## config.mk

```make
export PLATFORM = sky130hd
export DESIGN_NAME = inst_fetch_flat
export DESIGN_NICKNAME = d
export VERILOG_FILES = /design/src/rtl/inst_fetch_pkg.sv /design/src/rtl/inst_fetch_if.sv /design/src/rtl/inst_fetch_hold_buf.sv /design/src/rtl/inst_fetch.sv /design/src/flat_wrapper.sv
export SDC_FILE = /design/constraint.sdc
export NUM_CORES = 1
export LEC_CHECK = 0
export ABC_AREA = 1
export CORE_ASPECT_RATIO = 1.75
export CORE_MARGIN = 2
export CORE_UTILIZATION = 54
export CTS_BUF_LIST = sky130_fd_sc_hd__clkbuf_4 sky130_fd_sc_hd__clkbuf_8
export CTS_CLUSTER_SIZE = 8
export DETAILED_ROUTE_END_ITERATION = 7
export HOLD_SLACK_MARGIN = 0.03
export PLACE_DENSITY_LB_ADDON = 0.2
export SLEW_MARGIN = 10
export SYNTH_ARGS = -nofsm -noshare
export SYNTH_HDL_FRONTEND = slang
export SYNTH_SLANG_ARGS = --single-unit
export TNS_END_PERCENT = 10
```

## constraint.sdc

```tcl
create_clock -name clk -period 2.77 [get_ports clk]
set_input_delay 0.554 -clock clk [delete_from_list [all_inputs] [get_ports clk]]
set_output_delay 0.554 -clock clk [all_outputs]
set_load 0.01 [all_outputs]
```

## src/rtl/inst_fetch_pkg.sv

```systemverilog
// rtl/inst_fetch_pkg.sv - shared constants and state encoding for the fetch stage
//   STALL_PC/STALL_IF/STALL_ID : bit positions inside the ctrl stall vector
//   NOP_INST_DEFAULT           : instruction placed on IF/ID for bubbles and flushes
//   fetch_state_e              : FETCH / HOLD / DROP
package inst_fetch_pkg;

    localparam int STALL_PC = 0;
    localparam int STALL_IF = 1;
    localparam int STALL_ID = 2;

    localparam logic [31:0] NOP_INST_DEFAULT = 32'h0000_0000;

    typedef enum logic [1:0] {
        ST_FETCH = 2'd0,
        ST_HOLD  = 2'd1,
        ST_DROP  = 2'd2
    } fetch_state_e;

endpackage

```

## src/rtl/inst_fetch_if.sv

```systemverilog
// rtl/inst_fetch_if.sv - instruction-memory read handshake
//   imem_req   : read request (master -> slave)
//   imem_addr  : read address (master -> slave)
//   imem_ack   : read data valid, may come in the same cycle as req (slave -> master)
//   imem_rdata : read data, valid with ack (slave -> master)
interface inst_fetch_if #(
    parameter int ADDR_W = 32,
    parameter int DATA_W = 32
);
    logic              imem_req;
    logic [ADDR_W-1:0] imem_addr;
    logic              imem_ack;
    logic [DATA_W-1:0] imem_rdata;

    modport master (
        output imem_req,
        output imem_addr,
        input  imem_ack,
        input  imem_rdata
    );

    modport slave (
        input  imem_req,
        input  imem_addr,
        output imem_ack,
        output imem_rdata
    );
endinterface

```

## src/rtl/inst_fetch_hold_buf.sv

```systemverilog
// rtl/inst_fetch_hold_buf.sv - one-entry {pc, inst} buffer for a fetch returning under stall
//   clk, rst          : clock, synchronous active-high reset
//   load, load_pc/inst: capture an entry
//   unload, clear     : empty the buffer (clear wins over load)
//   valid, buf_pc/inst: buffer contents
module ifetch_hold_buf #(
    parameter int ADDR_W = 32,
    parameter int DATA_W = 32
) (
    input  logic              clk,
    input  logic              rst,
    input  logic              load,
    input  logic [ADDR_W-1:0] load_pc,
    input  logic [DATA_W-1:0] load_inst,
    input  logic              unload,
    input  logic              clear,
    output logic              valid,
    output logic [ADDR_W-1:0] buf_pc,
    output logic [DATA_W-1:0] buf_inst
);

    logic              valid_q, valid_d;
    logic [ADDR_W-1:0] pc_q, pc_d;
    logic [DATA_W-1:0] inst_q, inst_d;

    always_comb begin
        valid_d = valid_q;
        pc_d    = pc_q;
        inst_d  = inst_q;
        if (unload) begin
            valid_d = 1'b0;
        end
        if (load) begin
            valid_d = 1'b1;
            pc_d    = load_pc;
            inst_d  = load_inst;
        end
        if (clear) begin
            valid_d = 1'b0;
        end
    end

    always_ff @(posedge clk) begin
        if (rst) begin
            valid_q <= 1'b0;
            pc_q    <= '0;
            inst_q  <= '0;
        end else begin
            valid_q <= valid_d;
            pc_q    <= pc_d;
            inst_q  <= inst_d;
        end
    end

    assign valid    = valid_q;
    assign buf_pc   = pc_q;
    assign buf_inst = inst_q;

endmodule

```

## src/rtl/inst_fetch.sv

```systemverilog
// rtl/inst_fetch.sv - instruction fetch stage with IF/ID register, hold buffer and flush drop
//   clk, rst     : clock, synchronous active-high reset
//   pc           : current PC from the pc stage
//   stall[5:0]   : ctrl stall vector (bit0 pc, bit1 IF, bit2 ID)
//   flush        : kill in-flight fetch and IF/ID contents
//   imem         : instruction-memory handshake (master side)
//   stallreq_if  : combinational fetch stall request to ctrl
//   id_pc/id_inst/id_valid : registered IF/ID outputs
//   Optional macro IFETCH_PERF_EN adds perf_fetch_cnt / perf_stall_cnt.
module inst_fetch
    import inst_fetch_pkg::*;
#(
    parameter int              ADDR_W   = 32,
    parameter int              DATA_W   = 32,
    parameter logic [DATA_W-1:0] NOP_INST = DATA_W'(NOP_INST_DEFAULT)
) (
    input  logic              clk,
    input  logic              rst,
    input  logic [ADDR_W-1:0] pc,
    input  logic [5:0]        stall,
    input  logic              flush,
    inst_fetch_if.master      imem,
    output logic              stallreq_if,
    output logic [ADDR_W-1:0] id_pc,
    output logic [DATA_W-1:0] id_inst,
    output logic              id_valid
`ifdef IFETCH_PERF_EN
    ,
    output logic [31:0]       perf_fetch_cnt,
    output logic [31:0]       perf_stall_cnt
`endif
);

    fetch_state_e      state_q, state_d;
    logic [ADDR_W-1:0] id_pc_q, id_pc_d;
    logic [DATA_W-1:0] id_inst_q, id_inst_d;
    logic              id_valid_q, id_valid_d;

    logic              buf_load, buf_unload, buf_clear, buf_valid;
    logic [ADDR_W-1:0] buf_pc;
    logic [DATA_W-1:0] buf_inst;

    logic              ack, stall_if, stall_id;
    logic              req, stallreq, fetch_done;
    logic              stall_unused;

    assign ack          = imem.imem_ack;
    assign stall_if     = stall[STALL_IF];
    assign stall_id     = stall[STALL_ID];
    // pc freeze and the upper stall bits belong to other stages
    assign stall_unused = ^{stall[5:3], stall[STALL_PC]};

    ifetch_hold_buf #(
        .ADDR_W (ADDR_W),
        .DATA_W (DATA_W)
    ) u_hold_buf (
        .clk       (clk),
        .rst       (rst),
        .load      (buf_load),
        .load_pc   (pc),
        .load_inst (imem.imem_rdata),
        .unload    (buf_unload),
        .clear     (buf_clear),
        .valid     (buf_valid),
        .buf_pc    (buf_pc),
        .buf_inst  (buf_inst)
    );

    always_comb begin
        state_d    = state_q;
        id_pc_d    = id_pc_q;
        id_inst_d  = id_inst_q;
        id_valid_d = id_valid_q;
        buf_load   = 1'b0;
        buf_unload = 1'b0;
        buf_clear  = 1'b0;
        req        = 1'b0;
        stallreq   = 1'b0;

        unique case (state_q)
            ST_FETCH: begin
                req      = 1'b1;
                stallreq = ~ack;
            end
            ST_DROP: begin
                stallreq = 1'b1;
            end
            default: begin
            end
        endcase

        // An instruction is accepted only from a live (non-dropped) request.
        fetch_done = (state_q == ST_FETCH) && ack;

        unique case (state_q)
            ST_FETCH: begin
                if (ack) begin
                    if (!flush && stall_if) begin
                        buf_load = 1'b1;
                        state_d  = ST_HOLD;
                    end
                end else if (flush) begin
                    // memory still owes an ack for the killed address
                    state_d = ST_DROP;
                end
            end
            ST_HOLD: begin
                if (flush) begin
                    buf_clear = 1'b1;
                    state_d   = ST_FETCH;
                end else if (!stall_if) begin
                    buf_unload = 1'b1;
                    state_d    = ST_FETCH;
                end
            end
            ST_DROP: begin
                if (ack) begin
                    state_d = ST_FETCH;
                end
            end
            default: begin
                state_d = ST_FETCH;
            end
        endcase

        if (flush) begin
            id_inst_d  = NOP_INST;
            id_valid_d = 1'b0;
        end else if (stall_if && !stall_id) begin
            id_inst_d  = NOP_INST;
            id_valid_d = 1'b0;
        end else if (!stall_if) begin
            if (fetch_done) begin
                id_pc_d    = pc;
                id_inst_d  = imem.imem_rdata;
                id_valid_d = 1'b1;
            end else if (state_q == ST_HOLD && buf_valid) begin
                id_pc_d    = buf_pc;
                id_inst_d  = buf_inst;
                id_valid_d = 1'b1;
            end else begin
                id_inst_d  = NOP_INST;
                id_valid_d = 1'b0;
            end
        end

        if (rst) begin
            req = 1'b0;
        end
    end

    always_ff @(posedge clk) begin
        if (rst) begin
            state_q    <= ST_FETCH;
            id_pc_q    <= '0;
            id_inst_q  <= NOP_INST;
            id_valid_q <= 1'b0;
        end else begin
            state_q    <= state_d;
            id_pc_q    <= id_pc_d;
            id_inst_q  <= id_inst_d;
            id_valid_q <= id_valid_d;
        end
    end

    assign imem.imem_req  = req;
    assign imem.imem_addr = pc;
    assign stallreq_if    = stallreq;
    assign id_pc          = id_pc_q;
    assign id_inst        = id_inst_q;
    assign id_valid       = id_valid_q;

`ifdef IFETCH_PERF_EN
    logic [31:0] fetch_cnt_q, fetch_cnt_d;
    logic [31:0] stall_cnt_q, stall_cnt_d;

    always_comb begin
        fetch_cnt_d = fetch_cnt_q;
        stall_cnt_d = stall_cnt_q;
        if (fetch_done && !flush) begin
            fetch_cnt_d = fetch_cnt_q + 32'd1;
        end
        if (stallreq) begin
            stall_cnt_d = stall_cnt_q + 32'd1;
        end
    end

    always_ff @(posedge clk) begin
        if (rst) begin
            fetch_cnt_q <= '0;
            stall_cnt_q <= '0;
        end else begin
            fetch_cnt_q <= fetch_cnt_d;
            stall_cnt_q <= stall_cnt_d;
        end
    end

    assign perf_fetch_cnt = fetch_cnt_q;
    assign perf_stall_cnt = stall_cnt_q;
`endif

endmodule

```

## src/flat_wrapper.sv

```systemverilog
// flat-port wrapper written by rule: the top's interface ports become plain ports
module inst_fetch_flat import inst_fetch_pkg::*;
#(
    parameter int              ADDR_W   = 32,
    parameter int              DATA_W   = 32,
    parameter logic [DATA_W-1:0] NOP_INST = DATA_W'(NOP_INST_DEFAULT)
)
  (clk, rst, pc, stall, flush, stallreq_if, id_pc, id_inst, id_valid, imem_imem_req, imem_imem_addr, imem_imem_ack, imem_imem_rdata);
  inst_fetch_if #(.ADDR_W(ADDR_W), .DATA_W(DATA_W)) imem_i ();
  input  logic clk;
  input  logic rst;
  input  logic [ADDR_W-1:0] pc;
  input  logic [5:0] stall;
  input  logic flush;
  output logic stallreq_if;
  output logic [ADDR_W-1:0] id_pc;
  output logic [DATA_W-1:0] id_inst;
  output logic id_valid;
  output wire logic [$bits(imem_i.imem_req)-1:0] imem_imem_req;
  output wire logic [$bits(imem_i.imem_addr)-1:0] imem_imem_addr;
  input wire logic [$bits(imem_i.imem_ack)-1:0] imem_imem_ack;
  input wire logic [$bits(imem_i.imem_rdata)-1:0] imem_imem_rdata;
  assign imem_imem_req = imem_i.imem_req;
  assign imem_imem_addr = imem_i.imem_addr;
  assign imem_i.imem_ack = imem_imem_ack;
  assign imem_i.imem_rdata = imem_imem_rdata;
  inst_fetch #(.ADDR_W(ADDR_W), .DATA_W(DATA_W), .NOP_INST(NOP_INST)) u_core (.clk(clk), .rst(rst), .pc(pc), .stall(stall), .flush(flush), .imem(imem_i), .stallreq_if(stallreq_if), .id_pc(id_pc), .id_inst(id_inst), .id_valid(id_valid));
endmodule
```

==> results of run 1 <==
registers in the layout (all words and copies together) (netlist names):
| name | count |
|---|---|
| u_core.u_hold_buf.buf_pc | 32 |
| u_core.id_pc | 32 |
| u_core.id_inst | 32 |
| u_core.u_hold_buf.valid | 1 |
| u_core.u_hold_buf.buf_inst | 32 |
| u_core.id_valid | 1 |
| u_core.state_q | 2 |
placed cells by master (no fill, tap or decap), types with 14 or more instances in the layout:
cell	netlist	final
sky130_fd_sc_hd__a21oi_1	26	26
sky130_fd_sc_hd__a21oi_2	40	40
sky130_fd_sc_hd__buf_4	32	14
sky130_fd_sc_hd__clkbuf_8	0	19
sky130_fd_sc_hd__clkdlybuf4s50_1	0	167
sky130_fd_sc_hd__dfxtp_1	132	132
sky130_fd_sc_hd__inv_1	68	68
sky130_fd_sc_hd__nand2_1	348	348
sky130_fd_sc_hd__nand2_2	40	40
sky130_fd_sc_hd__nand3_1	33	33
sky130_fd_sc_hd__nor2_1	133	133
per-layer routing:
metal / up-vias / GRT usage, % / routed length (um)
met4: 0 / 9.68 / 349
li1: 2989 / - / -
met1: 2609 / 28.1 / 5950
met3: 26 / 6.92 / 891
met5: - / 0 / 0
met2: 160 / 42.9 / 7570
layout make-up:
cell class	instances	area share, %
Tap cell	132	2.04
Timing Repair Buffer	183	22.4
Inverter	73	3.38
Clock buffer	19	3.23
Sequential cell	132	32.6
Multi-Input combinational cell	628	34.2
Clock inverter	13	2.11
logic make-up (layout without fill, tap and decap cells):
group,Yosys count,count (layout),share of synthesized area (%)
compound gates,70,70,8.20
flops,132,132,42.6
buf+inv,157,288,12.7
simple gates,558,558,36.5
worst max-delay path, stage by stage:
cell	delay (ps)
sky130_fd_sc_hd__clkdlybuf4s50_1	490
sky130_fd_sc_hd__a21oi_1	220
sky130_fd_sc_hd__clkdlybuf4s50_1	560
worst min-delay path by stage:
| stage | start | endpoint | slack (ps) | cells after the start |
|---|---|---|---|---|
| detailed placement | u_core.u_hold_buf.buf_inst[5] | u_core.u_hold_buf.buf_inst[5] | 450 | 2 |
| global placement | u_core.u_hold_buf.buf_inst[5] | u_core.u_hold_buf.buf_inst[5] | 450 | 2 |
| CTS | u_core.u_hold_buf.buf_inst[5] | u_core.u_hold_buf.buf_inst[5] | 460 | 2 |
| floorplan | u_core.u_hold_buf.buf_inst[10] | u_core.u_hold_buf.buf_inst[10] | 440 | 2 |
| finish | u_core.u_hold_buf.buf_pc[4] | u_core.u_hold_buf.buf_pc[4] | 470 | 2 |
| global route | u_core.u_hold_buf.buf_pc[30] | u_core.u_hold_buf.buf_pc[30] | 480 | 2 |
through the flow:
step	util (%)	setup slack (ps)	total power, uW	instance area, um^2
finish	72.6	386	4410	8110
detailed placement	68.7	384	2700	7670
global route	72.6	334	4600	8110
floorplan	-	1160	2410	6210
global placement	68.7	386	2690	7670
CTS	72.6	379	4450	8110
power by group through the flow:
stage	Combinational, uW	Clock (uW)	Sequential [uW]
after global placement	644	0	2040
after detailed placement	650	0	2050
after global routing	721	1870	2010
final	649	1760	2000
after floorplan	349	0	2060
after CTS	655	1800	2000
==> flow_summary.json, run 1 <==
{
  "number_of_nets_still_failing_antenna_checks_after_routing": 0,
  "layout.nets": 1109,
  "synth_area_leaders": "sky130_fd_sc_hd__dfxtp_1 (43%), sky130_fd_sc_hd__nand2_1 (21%), sky130_fd_sc_hd__nor2_1 (8.0%), sky130_fd_sc_hd__a21oi_2 (5.6%), sky130_fd_sc_hd__inv_1 (4.1%)",
  "detailed_place_hpwl_mm": 9.48,
  "crit_path_max_fanout": 3,
  "slew_viol_final": 0,
  "synth_area_um2": 6210,
  "worst_hold_margin_ps": 465,
  "p_clk_share_pct": 39.9,
  "post_route_cells_drive_above_1_share_pct": 13.0,
  "placement.io_buffers": 168,
  "yosys_top_cell_by_area": "sky130_fd_sc_hd__dfxtp_1",
  "initialDrtViolationCount": 243,
  "yosysUniqueCellTypes": 22,
  "seq_area_frac_synth_pct": 42.6,
  "num_io_pins": 173,
  "combPwrFrac_pct": 14.7,
  "grt_start_max_net_pins": 67,
  "yosys_warnings": 0,
  "worst_setup_path_start_kind": "primary input",
  "chipHeight_um": 146,
  "grt_usage_pct": 24.7,
  "timing_worst_slew_pin_value_ps": 954,
  "seq_power_share_pct": 45.4,
  "netlist.area_leader.share_pct": 42.6,
  "peakVddDrop_uv": 419,
  "cts_buffers": 17,
  "root_buffer": "sky130_fd_sc_hd__clkbuf_8",
  "dieArea_um2": 12400,
  "synth_async_sr_flop_share_pct": 0,
  "first_global_vias": 5462,
  "finalHoldViolations": 0,
  "endpoint": "stallreq_if",
  "setup_total_negative_slack_ps": 0,
  "portion_of_the_clock_cycle_consumed_by_the_worst_path_in_the_final_layout_pct": 86.1,
  "timing_worst_setup_path_type": "primary input to output port",
  "worstSetupStartpoint": "imem_imem_ack",
  "drtPass1Iterations": 4,
  "cts_setup_buffers": 0,
  "outcome": "completed",
  "n_antenna_cell": 0,
  "instances_no_fill": 1180,
  "core_outline_area_um2": 11200,
  "syn_avg_cell_area_um2": 6.77,
  "hold_class": "register to register",
  "clock-sinks": 132,
  "wl_mm": 14.8,
  "synthMostInstantiatedCell": "sky130_fd_sc_hd__nand2_1",
  "htree_levels": 4,
  "max_cap_viol_count": 0,
  "multi_input_area_um2": 2770,
  "period_minus_slack_ps": 2380,
  "syn-instance-count": 917,
  "crit-reg2reg-capture": "u_core.u_hold_buf.buf_inst[14]",
  "die-width_um": 85.0,
  "area_growth_syn_to_layout_pct": 30.6,
  "clk_transition_reported_paths_ps": 80,
  "power.internal_uw": 3230,
  "cts_buffer_depth": 2,
  "fill_cells": 913,
  "flip_flop_and_latch_area_um2": 2640,
  "rsz0062_at_grt": "no",
  "power.switching_uw": 1180,
  "timing.slew.headroom_pct": 36.4,
  "routabilityCongestion": 0.788,
  "synth_flop_cell": "sky130_fd_sc_hd__dfxtp_1",
  "detail_route.drc_violations": 0,
  "post_synthesis_sequential_element_count": 132,
  "power_switching_share_pct": 26.8,
  "tritoncts": "done",
  "wl_per_cell_um": 12.5,
  "setup_viol": 0,
  "postCtsResizedCells": 0,
  "timing.critical_path.arrival_ps": 1830,
  "antenna_found_initial": 0,
  "timing.reg2reg.setup_slack_ps": 990,
  "data_required_time_at_the_worst_endpoint_ps": 2220,
  "cts_hold_buf": 0,
  "route.detailed.vias_per_inst": 4.90,
  "fmax_mhz": 420,
  "synth_enable_flop_cells": 0,
  "worstReg2RegStart": "u_core.state_q[0]",
  "dr_total_vias": 5784,
  "power.static_leakage_uw": 0.00366,
  "globalRouteOverflowTotal": 0,
  "reg2reg_depth": 7,
  "critical_path.endpoint_type": "output port",
  "post-place-cells": 1148,
  "synth.net_count": 991,
  "grt_first_pass_wirelength_mm": 25.2,
  "clkLatencyLatePin_ps": 440,
  "power_density_nw_per_um2": 544,
  "placement_rows": 51,
  "synth_common_cells": "sky130_fd_sc_hd__nand2_1 (348), sky130_fd_sc_hd__nor2_1 (133), sky130_fd_sc_hd__dfxtp_1 (132)",
  "starting_density_pct": 55.6,
  "timing.clock.skew_ps": 11.0
}
Note: power is estimated with default switching activity, not from simulation.
==> run 2: changes to the inputs <==
- ABC_AREA: 1 -> default
- CORE_UTILIZATION: 54 -> 52
- PLACE_DENSITY: default -> 0.87
- PLACE_DENSITY_LB_ADDON: 0.2 -> default
==> run 2 against run 1 <==
  * Hold slack better by 1.0 ps
  * Largest cell class is now sequential cells
  * Total power up 0.94%
  * Critical endpoint unchanged
  * Global-route usage up 2.6 points
  * Sequential cell count unchanged
==> flow_summary.json, run 2 <==
{
  "grt_usage_pct": 27.3,
  "library_cell_appearing_most_often_on_the_critical_path": "sky130_fd_sc_hd__clkdlybuf4s50_1",
  "cts_setup_buffers": 0,
  "routabilityCongestion": 0.786,
  "post_route_cells_drive_above_1_share_pct": 7.86,
  "detailed_place_hpwl_mm": 10.4,
  "outcome": "completed",
  "chipHeight_um": 143,
  "largest_family_of_logic_cells_by_synthesized_area": "compound AO/OA/AOI/OAI gates",
  "slew_viol_final": 0,
  "synth_simple_gate_area_share_pct": 13.8,
  "grt_first_pass_wirelength_mm": 26.6,
  "fmax_mhz": 414,
  "yosys_warnings": 0,
  "yosysUniqueCellTypes": 30,
  "num_io_pins": 173,
  "hold_class": "register to register",
  "post-place-cells": 887,
  "worstPathBufferInverterCount": 2,
  "postCtsResizedCells": 0,
  "critPathMaxStageDelay_ps": 560,
  "muxShareOfSynthArea_pct": 0.196,
  "placement.io_buffers": 168,
  "power.static_leakage_uw": 0.00245,
  "peakVddDrop_uv": 416,
  "grt_start_max_net_pins": 131,
  "route.detailed.vias_per_inst": 6.22,
  "clkLatencyLatePin_ps": 420,
  "layout.cells.most_common_list": "sky130_fd_sc_hd__clkdlybuf4s50_1 (166), sky130_fd_sc_hd__dfxtp_1 (132), sky130_fd_sc_hd__a21oi_1 (98)",
  "synth_adder_area_share_pct": 0,
  "timing_worst_setup_path_type": "primary input to output port",
  "synth_common_cells": "sky130_fd_sc_hd__dfxtp_1 (132), sky130_fd_sc_hd__a21oi_1 (98), sky130_fd_sc_hd__nand2_1 (97)",
  "n_antenna_cell": 0,
  "syn-instance-count": 687,
  "timing.critical_path.arrival_ps": 1860,
  "timing.slew.headroom_pct": 32.1,
  "critical_path.endpoint_type": "output port",
  "synth.net_count": 761,
  "worst_setup_path_start_kind": "primary input",
  "die-width_um": 83.4,
  "wl_mm": 16.8,
  "tritoncts": "done",
  "yosys_top_cell_by_area": "sky130_fd_sc_hd__dfxtp_1",
  "synth-compound-area-share_pct": 28.6,
  "max_cap_viol_count": 0,
  "detail_route.drc_violations": 0,
  "portion_of_the_clock_cycle_consumed_by_the_worst_path_in_the_final_layout_pct": 87.3,
  "netlist.area_leader.share_pct": 46.0,
  "cts_buffer_depth": 2,
  "rsz0062_at_grt": "no",
  "post_synth_xor_area_fraction_pct": 0,
  "finalHoldViolations": 0,
  "drtPass1Iterations": 6,
  "cp_cell_sequence": "clkdlybuf4s50_1 -> a21oi_1 -> clkdlybuf4s50_1",
  "antenna_found_initial": 0,
  "data_required_time_at_the_worst_endpoint_ps": 2220,
  "seq_area_frac_synth_pct": 46.0,
  "initialDrtViolationCount": 520,
  "clock-sinks": 132,
  "wl_per_cell_um": 18.3,
  "setup_viol": 0,
  "cts_hold_buf": 0,
  "synth_area_leaders": "sky130_fd_sc_hd__dfxtp_1 (46%), sky130_fd_sc_hd__a21oi_1 (8.5%), sky130_fd_sc_hd__nand2_1 (6.3%), sky130_fd_sc_hd__nand3_1 (5.6%), sky130_fd_sc_hd__a221oi_1 (4.9%)",
  "post_synthesis_sequential_element_count": 132,
  "synthMostInstantiatedCell": "sky130_fd_sc_hd__dfxtp_1",
  "number_of_nets_still_failing_antenna_checks_after_routing": 0,
  "worst_path_max_delay_cell": "sky130_fd_sc_hd__clkdlybuf4s50_1",
  "root_buffer": "sky130_fd_sc_hd__clkbuf_8",
  "worst_hold_margin_ps": 466,
  "area_growth_syn_to_layout_pct": 31.9,
  "starting_density_pct": 53.3,
  "synth_flop_cell": "sky130_fd_sc_hd__dfxtp_1",
  "synth_async_sr_flop_share_pct": 0,
  "family_with_the_most_delay_on_the_worst_path": "buffers and inverters",
  "first_global_vias": 5480,
  "layout.nets": 850,
  "placement_rows": 50,
  "post_dp_cell_area_um2": 7130,
  "synth_area_um2": 5740,
  "synth_enable_flop_cells": 0,
  "globalRouteOverflowTotal": 0,
  "period_minus_slack_ps": 2420,
  "crit_path_max_fanout": 8,
  "instances_no_fill": 919,
  "dr_total_vias": 5715,
  "layout.cell_area.non_filler_um2": 7570,
  "clk_transition_reported_paths_ps": 70,
  "layout_commonest_cell": "sky130_fd_sc_hd__clkdlybuf4s50_1",
  "syn_avg_cell_area_um2": 8.36,
  "power_density_nw_per_um2": 588,
  "timing_worst_slew_pin_value_ps": 1020,
  "timing.clock.skew_ps": 10.0,
  "dieArea_um2": 11900,
  "report.power.total_uw": 4450,
  "cts_buffers": 17,
  "htree_levels": 4,
  "core_outline_area_um2": 10800,
  "fill_cells": 846,
  "setup_total_negative_slack_ps": 0
}
-- run 2: final timing paths --
check                          startpoint                             end  slack [ps]  cells past startpoint
min reg2reg  u_core.u_hold_buf.buf_pc[30]    u_core.u_hold_buf.buf_pc[30]         470                      2
max reg2reg             u_core.state_q[1]  u_core.u_hold_buf.buf_inst[10]         810                      4
min          u_core.u_hold_buf.buf_pc[30]    u_core.u_hold_buf.buf_pc[30]         470                      2
max                         imem_imem_ack                     stallreq_if         350                      3
-- run 2: layout make-up --
cell class,count,area [um^2],share of cell area (%)
sequential,132,2640,34.9
multi-input combinational,438,2470,32.6
tap,130,163,2.15
inverter,3,11.3,0.149
timing repair buffer,184,1850,24.4
clock inverter,12,179,2.36
clock buffer,20,263,3.47
-- run 2: per-layer routing --
| metal | part of all wire, % | vias up | global-route usage (%) |
|---|---|---|---|
| met1 | 37 | 2718 | 30.1 |
| met3 | 6.7 | 38 | 5.84 |
| met4 | 2.2 | 0 | 11.7 |
| li1 | - | 2660 | - |
| met5 | 0 | - | 0 |
| met2 | 55 | 299 | 50.3 |
-- run 2: through the flow --
step                setup WS, ps  util, %
CTS                          362     70.4
finish                       352     70.4
global placement             269     66.3
detailed placement           178     66.3
floorplan                   1020        -
global route                 262     70.4
-- run 2: cells by family after synthesis --
group / Yosys count
flip-flops: 132
AND/OR/NAND/NOR: 176
multiplexers: 1
buffers and inverters: 117
AO/OA/AOI/OAI: 261
-- run 2: power by group --
part,internal (uW),switching (uW),leakage [uW]
Sequential,1970,44.5,0.00107
Clock,1030,750,0.000216
Combinational,307,353,0.00116
Total,3300,1150,0.00245
-- run 2: tightest hold or removal path, cell delays in order, from the launching register on --
cell,delay [ps]
sky130_fd_sc_hd__dfxtp_1,320
sky130_fd_sc_hd__o21ai_2,50
sky130_fd_sc_hd__a21oi_1,50
